### src/rtl/mux_serializer_1b.sv
// Parallel-to-serial converter: N-bit word in, one bit per beat out, MSB first, 1-cycle load-to-first-bit latency.
// Optional SER_PARITY_EN appends an even-parity beat after the data beats.
module mux_serializer_1b #(
  parameter int N = 4
) (
  input  logic                                clk,
  input  logic                                rst_n,
  input  logic                                in_valid,
  output logic                                in_ready,
  input  logic [N-1:0]                        data_in,
  output logic                                out_valid,
  input  logic                                out_ready,
  output logic                                out_data,
  output logic [((N > 1) ? $clog2(N) : 1)-1:0] out_idx,
  output logic                                out_last
);

  localparam int CNT_W = (N > 1) ? $clog2(N) : 1;
`ifdef SER_PARITY_EN
  localparam int K_W    = $clog2(N + 1);
  localparam int LAST_K = N;
`else
  localparam int K_W    = CNT_W;
  localparam int LAST_K = N - 1;
`endif

  typedef enum logic {IDLE, SEND} state_t;

  state_t             state_q, state_d;
  logic [N-1:0]       word_q, word_d;
  logic [K_W-1:0]     k_q, k_d;
  logic               out_valid_q, out_valid_d;
  logic               out_data_q, out_data_d;
  logic [CNT_W-1:0]   out_idx_q, out_idx_d;
  logic               out_last_q, out_last_d;
  logic [N-1:0]       shifted;
  logic               fire_out;
  logic               load;

  assign fire_out  = out_valid_q & out_ready;
  assign in_ready  = (state_q == IDLE) | (fire_out & out_last_q);
  assign load      = in_valid & in_ready;

  assign out_valid = out_valid_q;
  assign out_data  = out_data_q;
  assign out_idx   = out_idx_q;
  assign out_last  = out_last_q;

  always_ff @(posedge clk or negedge rst_n) begin
    if (!rst_n) begin
      state_q     <= IDLE;
      word_q      <= '0;
      k_q         <= '0;
      out_valid_q <= 1'b0;
      out_data_q  <= 1'b0;
      out_idx_q   <= '0;
      out_last_q  <= 1'b0;
    end else begin
      state_q     <= state_d;
      word_q      <= word_d;
      k_q         <= k_d;
      out_valid_q <= out_valid_d;
      out_data_q  <= out_data_d;
      out_idx_q   <= out_idx_d;
      out_last_q  <= out_last_d;
    end
  end

  // A reload on the accepted last beat takes priority over returning to IDLE.
  always_comb begin
    state_d = state_q;
    word_d  = word_q;
    k_d     = k_q;
    if (load) begin
      state_d = SEND;
      word_d  = data_in;
      k_d     = '0;
    end else if (fire_out) begin
      if (out_last_q) begin
        state_d = IDLE;
        k_d     = '0;
      end else begin
        k_d = k_q + K_W'(1);
      end
    end
  end

  // Output registers are loaded from the next beat so every output is a flop.
  always_comb begin
    shifted     = word_d << k_d;
    out_valid_d = (state_d == SEND);
    out_data_d  = 1'b0;
    out_idx_d   = '0;
    out_last_d  = 1'b0;
    if (state_d == SEND) begin
      out_data_d = shifted[N-1];
      out_idx_d  = k_d[CNT_W-1:0];
      out_last_d = (k_d == K_W'(LAST_K));
`ifdef SER_PARITY_EN
      if (k_d == K_W'(N)) begin
        out_data_d = ^word_d;
        out_idx_d  = CNT_W'(N - 1);
      end
`endif
    end
  end

endmodule

### config.mk
export PLATFORM = sky130hd
export DESIGN_NAME = mux_serializer_1b
export DESIGN_NICKNAME = d
export VERILOG_FILES = /design/src/rtl/mux_serializer_1b.sv
export SDC_FILE = /design/constraint.sdc
export NUM_CORES = 1
export LEC_CHECK = 0
export ABC_AREA = 1
export ABC_CLOCK_PERIOD_IN_PS = 1300
export BUFFER_PORTS_ARGS = -buffer_cell sky130_fd_sc_hd__buf_2
export CAP_MARGIN = 30
export CORE_AREA = 2 2 39 41
export CTS_BUF_LIST = sky130_fd_sc_hd__clkbuf_4 sky130_fd_sc_hd__clkbuf_8
export DETAILED_ROUTE_END_ITERATION = 10
export DIE_AREA = 0 0 41 43
export HOLD_SLACK_MARGIN = 0.1
export PLACE_DENSITY = 0.74
export SYNTH_ARGS = -nofsm -noshare
export SYNTH_HDL_FRONTEND = slang
export SYNTH_SLANG_ARGS = --single-unit
### constraint.sdc
create_clock -name clk -period 1.3 [get_ports clk]
set_input_delay 0.26 -clock clk [delete_from_list [all_inputs] [get_ports clk]]
set_output_delay 0.26 -clock clk [all_outputs]
set_load 0.005 [all_outputs]
Word level (Yosys, flattened, before mapping). Index checks and enable logic that the tools add are counted. Widths: inputs -> output; s select.

$add $sub $neg: 1. Bitwise gates (word level): 5. Reduce and logical (&&, ||, !) cells: 0. Divide/modulo/power cells: 0. Order comparisons: 0. Multiply operators: 0. Equality and inequality tests: 1. Mux-type cells: 10. Shifts and indexed selects: 1.

Operators by type and width (number): $mux 2 (4); $mux 1 (5); $mux 4 (1); $shl 4x2->4 (1); $and 1x1->1 (3); $add 2x1->2 const B (1); $eq 2x2->1 const B (1); $not 1->1 (1); $or 1x1->1 (1).

Memories kept: 0. Bits in read-only memories: 0. Logic and storage cells: 24. Bits in latches: 0. Output and inout bits: 6. Bits in writable memories: 0. Input bits: 8. Flip-flop bits (word level): 11.

Longest topological paths before layout. Gate-level depths: netlist of the first run.

Depth in word-level cells: 7. Mapped depth: 8. Mapped depth without buffers: 8.

Worst setup path before layout of the first run. Ideal clock, no wire load.

Path type: register to register. From: register out_last_q, in the netlist out_last. To: register out_data_q, in the netlist out_data. Path slack: 216 ps. Required time: 1227 ps. Buffers on the path: 0. Arrival time: 1011 ps. Period minus slack after synthesis: 1084 ps. Setup time: 73 ps. Stages on the path, launching flop included: 8. Cell sequence: dfrtp_1 > inv_1 > nand2_1 > nand2_4 > nand3_2 > nand2_1 > nand3_2 > a21oi_2.

Longest elaborated chain between the ends: 6. Elaborated cells between the ends (all ways): 12. Those cells by class: 1 x shift; 8 x mux; 3 x bitwise.

Ends and longest elaborated chain: start: declaration (RTL line 35) `logic out_last_q, out_last_d;`; start signal: assignment (RTL line 65) `out_last_q <= out_last_d;`; $and 1x1->1 (RTL line 41) `assign in_ready = (state_q == IDLE) | (fire_out & out_last_q);`; $or 1x1->1 (RTL line 41); $and 1x1->1 (RTL line 42) `assign load = in_valid & in_ready;`; $mux 4 or $mux 2 (tied branches) (RTL line 74) `if (load) begin`; $shl 4x2->4 (RTL line 90) `shifted = word_d << k_d;`; $mux 1 (*) (RTL line 95) `if (state_d == SEND) begin`; net out_data_d (RTL line 33) `logic out_data_q, out_data_d;`; end signal: assignment (RTL line 63) `out_data_q <= out_data_d;`; end: declaration (RTL line 33).

Mark *: on every way through the listed nets, which the timed path passes. The rest lies on a longest branch.

Worst setup path in the final report of the first run.
From: register out_last_q, in the netlist out_last. To: output in_ready.

Longest elaborated chain between the ends: 2.

Ends and longest elaborated chain: $and 1x1->1 (RTL line 41); $or 1x1->1 (RTL line 41); end: declaration (RTL line 9) `output logic in_ready,`.

Every way passes these cells.

==> results of run 1 <==
-- worst max-delay path by stage --
stage	slack, ns	end
final	0.07	in_ready
after global routing	0.003	in_ready
after floorplan	0.22	out_data$_DFF_PN0_
after CTS	0.06	in_ready
after global placement	0.19	out_data$_DFF_PN0_
after detailed placement	0.15	out_data$_DFF_PN0_
-- layer usage --
metal	global-route usage (%)	vias to the layer above
met5	0	-
met4	10.0	0
li1	-	222
met3	1.57	2
met1	16.4	191
met2	19.4	13
-- registers in the layout, summed over array words and instances, names as in the netlist --
signal	cells
out_last	1
word_q	4
out_valid	1
out_data	1
k_q	2
out_idx	2
-- worst min-delay path, cell delays in order --
cell,delay [ns]
buf_2,0.07
nand2_1,0.04
o21ai_0,0.07
-- where the power goes --
part	switching [uW]	internal, uW
Clock	107	140
Combinational	430	280
Sequential	56.1	499
-- cell usage in the layout (no fill, tap or decap), drive strengths merged --
cell type    netlist  final
a21oi              2      2
buf                0     13
clkbuf             0      4
nand3              6      6
inv               15     15
nor3               1      1
nor2               4      4
o21ai              2      2
nand4              2      2
dlygate4sd3        0      1
nand2             18     18
dfrtp             11     11
-- area by class of cell --
type                            instances  share of cell area [%]
Clock buffer                            4                    4.49
Multi-Input combinational cell         35                    31.8
Timing Repair Buffer                   14                    11.2
Tap cell                               16                    2.99
Inverter                               15                    8.41
Sequential cell                        11                    41.1
-- through the flow --
| stage | area, um2 | worst slack (ns) | util (%) | hold slack (ns) |
|---|---|---|---|---|
| floorplan | 544 | 0.216 | - | -0.0356 |
| global placement | 629 | 0.191 | 45.5 | 0.139 |
| detailed placement | 629 | 0.151 | 45.5 | 0.140 |
| CTS | 669 | 0.0558 | 48.4 | 0.210 |
| global route | 669 | 0.00337 | 48.4 | 0.225 |
| finish | 669 | 0.0750 | 48.4 | 0.220 |
-- kinds of logic after synthesis --
logic type,Yosys count
AOI/OAI and AO/OA,4
buffers and inverters,15
DFF,11
and+or+nand+nor,31
==> results.cfg, run 1 <==
[cells_and_area]
area_growth_pct = 23.0
regArea_um2 = 275
drive_above_1_share_pct = 38.0
diodes = 0
fill_cells = 133
nNetsFinal = 88
instances_no_fill = 95
multiInputGateArea_um2 = 213

[yosys]
synthArstFlopShare_pct = 100
synth-xor-area-share_pct = 0
synth_fp_nets = 69
synth_top_family_by_area = simple AND/OR/NAND/NOR gates
netlist_top_cells_count = inv_1, nand2_1, dfrtp_1
synth_cell_types = 14
ys_seq_area_share_pct = 50.6
synth_edf_count = 0
synth-compound-area-share_pct = 6.44
synth_area_um2 = 544
syn_inst = 61
yosys.area.top_type = dfrtp_1
synth_top_area_share_pct = 50.6
synth_warnings = 0
synth-main-ff-cell = dfrtp_1
synthSimpleGateAreaFrac_pct = 32.6
synth.avg_cell_area_um2 = 8.92
ys_ff_latch = 11
yosys-top-cells-area = dfrtp_1, inv_1, nand2_1
muxShareOfSynthArea_pct = 0
yosys.area_share.adder_pct = 0

[clocking]
cts_buffers = 3
cts.sinks = 11
h-tree-depth = 1
worstSkewPairLatency_ns = 0.27
root_buffer = clkbuf_4
cts.clk_slew.worst_paths_ns = 0.06
cts_tree = done
postCtsSetupBuffers = 0
hold_buffers = 1
cts-resized-gates = 0
clk_path_buf_depth = 2

[floorplanning]
row_count = 14
ios = 14
start_util_pct = 39.3
fp.dieW_um = 41
die_area_um2 = 1760
die_y_um = 43
core_um2 = 1380

[status]
outcome = completed

[setup_path]
startpoint_type = flip-flop
r2r-end = out_data$_DFF_PN0_
crit_path_max_fanout = 5
slowest_delay_ns = 0.39
crit_buf_inv = 1
worstPathCellList = nand2_1 > nand2_2 > buf_2
required_ns = 1.04
rr_startpoint = out_last$_DFF_PN0_
worst_ep_arrival_time_ns = 0.97
rr_worst_depth = 7
crit_family = flip-flops
critPathLaunch = out_last$_DFF_PN0_
cp-end-kind = output port
r2r_slack_ns = 0.15
crit_type = flip-flop to output port
cp_slowest_cell = dfrtp_1
path_depth = 3

[hold_path]
min_from = data_in[2]
whs_path_depth = 3
whs_endpoint = word_q[2]$_DFF_PN0_
holdCritPathClass = primary input to flip-flop

[timing]
worst_clock_skew_ns = 0.00282
finalSetupTns_ns = 0
period_share_pct = 94.2
setup_violations = 0
post-route-min-period_ns = 1.23
slew_violations = 0
fmax_mhz = 816
relSlewSlack_pct = 78.9
rsz0062_at_grt = false
worstMarginPinSlew_ns = 0.315
hold_viol = 0

[drt]
top_layer = met4
drc_errors = 0
drt_iter0_markers = 9
wl_met3_um = 45
routed_via_density = 4.51
dr_wl_met2_um = 497
drt-met1-wl_um = 381
wl_per_cell_um = 9.88
ant_nets = 0
first_pass_iters = 4
totalWireLength_um = 939
vias = 428

[power]
power_density_nw_per_um2 = 2260
p_leak_uw = 0.000382
power_uw = 1510
ir_drop_mv = 0.843

[global_route]
grt-ovfl-total = 0
grt_pass1_wl_um = 1500
grt_max_degree = 12
antenna_found_initial = 0
grt_use_total_pct = 13.1
grt_pass1_vias = 383

[place]
gp_congestion = 0.883
dp_hpwl_um = 766
port_buffers = 13
dp.cells = 90

[job]
cap_viol_max_count = 0
No activity file was read; power rests on OpenSTA's default activity.
==> inputs of run 2 (changes only) <==
--- a/config.mk
+++ b/config.mk
@@ -9,12 +9,11 @@
 export ABC_CLOCK_PERIOD_IN_PS = 1300
 export BUFFER_PORTS_ARGS = -buffer_cell sky130_fd_sc_hd__buf_2
 export CAP_MARGIN = 30
-export CORE_AREA = 2 2 39 41
+export CORE_UTILIZATION = 35
 export CTS_BUF_LIST = sky130_fd_sc_hd__clkbuf_4 sky130_fd_sc_hd__clkbuf_8
 export DETAILED_ROUTE_END_ITERATION = 10
-export DIE_AREA = 0 0 41 43
 export HOLD_SLACK_MARGIN = 0.1
-export PLACE_DENSITY = 0.74
+export PLACE_DENSITY = 0.67
 export SYNTH_ARGS = -nofsm -noshare
 export SYNTH_HDL_FRONTEND = slang
 export SYNTH_SLANG_ARGS = --single-unit
==> results.cfg, run 2 (same netlist as run 1, synthesis figures left out) <==
[status]
outcome = completed

[setup_path]
worstPathCellList = nand2_1 > nand2_2 > buf_2
cp_slowest_cell = dfrtp_1
startpoint_type = flip-flop
crit_path_max_fanout = 5
slowest_delay_ns = 0.39
cp-end-kind = output port
crit_type = flip-flop to output port
worst_ep_arrival_time_ns = 0.97
required_ns = 1.04

[floorplanning]
ios = 14
row_count = 13
start_util_pct = 39.8
fp.dieW_um = 41.4
die_area_um2 = 1720
core_um2 = 1370
die_y_um = 41.4

[clocking]
cts.clk_slew.worst_paths_ns = 0.07
cts_tree = done
clk_path_buf_depth = 2
cts.sinks = 11
h-tree-depth = 1
postCtsSetupBuffers = 0
cts_buffers = 3
worstSkewPairLatency_ns = 0.27
root_buffer = clkbuf_4
cts-resized-gates = 0

[place]
dp_hpwl_um = 696
gp_congestion = 0.762
dpl_cell_area_um2 = 628
port_buffers = 13
dp.cells = 89

[timing]
period_share_pct = 94.6
setup_violations = 0
worstMarginPinSlew_ns = 0.366
fmax_mhz = 813
worst_clock_skew_ns = 0.00757
rsz0062_at_grt = false
relSlewSlack_pct = 75.5
finalSetupTns_ns = 0
slew_violations = 0
post-route-min-period_ns = 1.23
hold_viol = 0

[power]
p_sw_uw = 604
power_frac_comb_pct = 46.3
clkPwrFrac_pct = 16.9
p_int_uw = 919
ir_drop_mv = 0.936
p_leak_uw = 0.000382
p_seq_share_pct = 36.8
power_density_nw_per_um2 = 2280
p_sw_share_pct = 39.6

[job]
cap_viol_max_count = 0

[global_route]
grt_use_total_pct = 11.8
grt_max_degree = 12
grt-ovfl-total = 0
grt_pass1_vias = 401
antenna_found_initial = 0
grt_pass1_wl_um = 1590

[cells_and_area]
multiInputGateArea_um2 = 213
instances_no_fill = 94
drive_above_1_share_pct = 38.0
nNetsFinal = 88
fin_util_pct = 48.9
fill_cells = 146
diodes = 0
final_cell_mix = nand2_1, inv_1, buf_2
stdcell_area_um2 = 668
regMostFlops = word_q
area_growth_pct = 22.8
regArea_um2 = 275
largest_register_ffs = 4

[drt]
wl_per_cell_um = 9.59
first_pass_iters = 4
totalWireLength_um = 901
vias = 424
routed_via_density = 4.51
drt_iter0_markers = 6
ant_nets = 0
drc_errors = 0

[hold_path]
holdCritPathClass = primary input to flip-flop
run 2: cell counts in the layout (fill, tap and decap cells not counted):
Identical to the previous run, type by type.
run 2: layer usage:
layer | track usage, % | vias to the layer above | wire [um]
li1 | - | 219 | -
met1 | 15.6 | 192 | 416
met2 | 19.1 | 10 | 439
met3 | 2.61 | 3 | 34
met4 | 3.87 | 0 | 10
met5 | 0 | - | 0
run 2: critical path: cells and delay by family (launching register included):
kind	cells	cell delay (ns)
buf+inv	1	0.14
flops	1	0.39
simple gates	2	0.17
run 2: area by class of cell:
type                       count  share of cell area (%)
sequential                    11                    41.2
inverter                      15                    8.43
multi-input combinational     35                    31.8
timing repair buffer          14                    11.2
tap                           15                    2.81
clock buffer                   4                    4.49
run 2: final timing paths:
path | startpoint | to | slack, ns | depth (start not counted)
max | out_last$_DFF_PN0_ | in_ready | 0.07 | 3
min | data_in[0] | word_q[0]$_DFF_PN0_ | 0.20 | 3
max reg2reg | out_last$_DFF_PN0_ | out_data$_DFF_PN0_ | 0.14 | 7
min reg2reg | word_q[3]$_DFF_PN0_ | word_q[3]$_DFF_PN0_ | 0.54 | 4
max in group asynchronous | rst_n | word_q[2]$_DFF_PN0_ | 0.72 | 2
min in group asynchronous | rst_n | out_valid$_DFF_PN0_ | 0.37 | 2
run 2: power by group through the flow:
stage          Sequential (uW)  Combinational, uW  Clock (uW)
2_1_floorplan              567                525           0
3_3_place_gp               560                703           0
3_5_place_dp               561                708           0
4_1_cts                    562                716         258
5_1_grt                    576                796         276
6_report                   561                705         257
run 2: what timing repair did:
item                                    in CTS  in global routing
hold endpoints to repair                    11                  0
hold buffers                                 1                  0
endpoints found under the setup margin       0                  0
run 2: through the flow:
stage               setup WS [ns]  total power (uW)  hold WS [ns]
global placement            0.189              1260         0.139
CTS                        0.0645              1540         0.204
floorplan                   0.216              1090       -0.0356
finish                     0.0701              1520         0.203
global route               0.0186              1650         0.221
detailed placement          0.159              1270         0.142
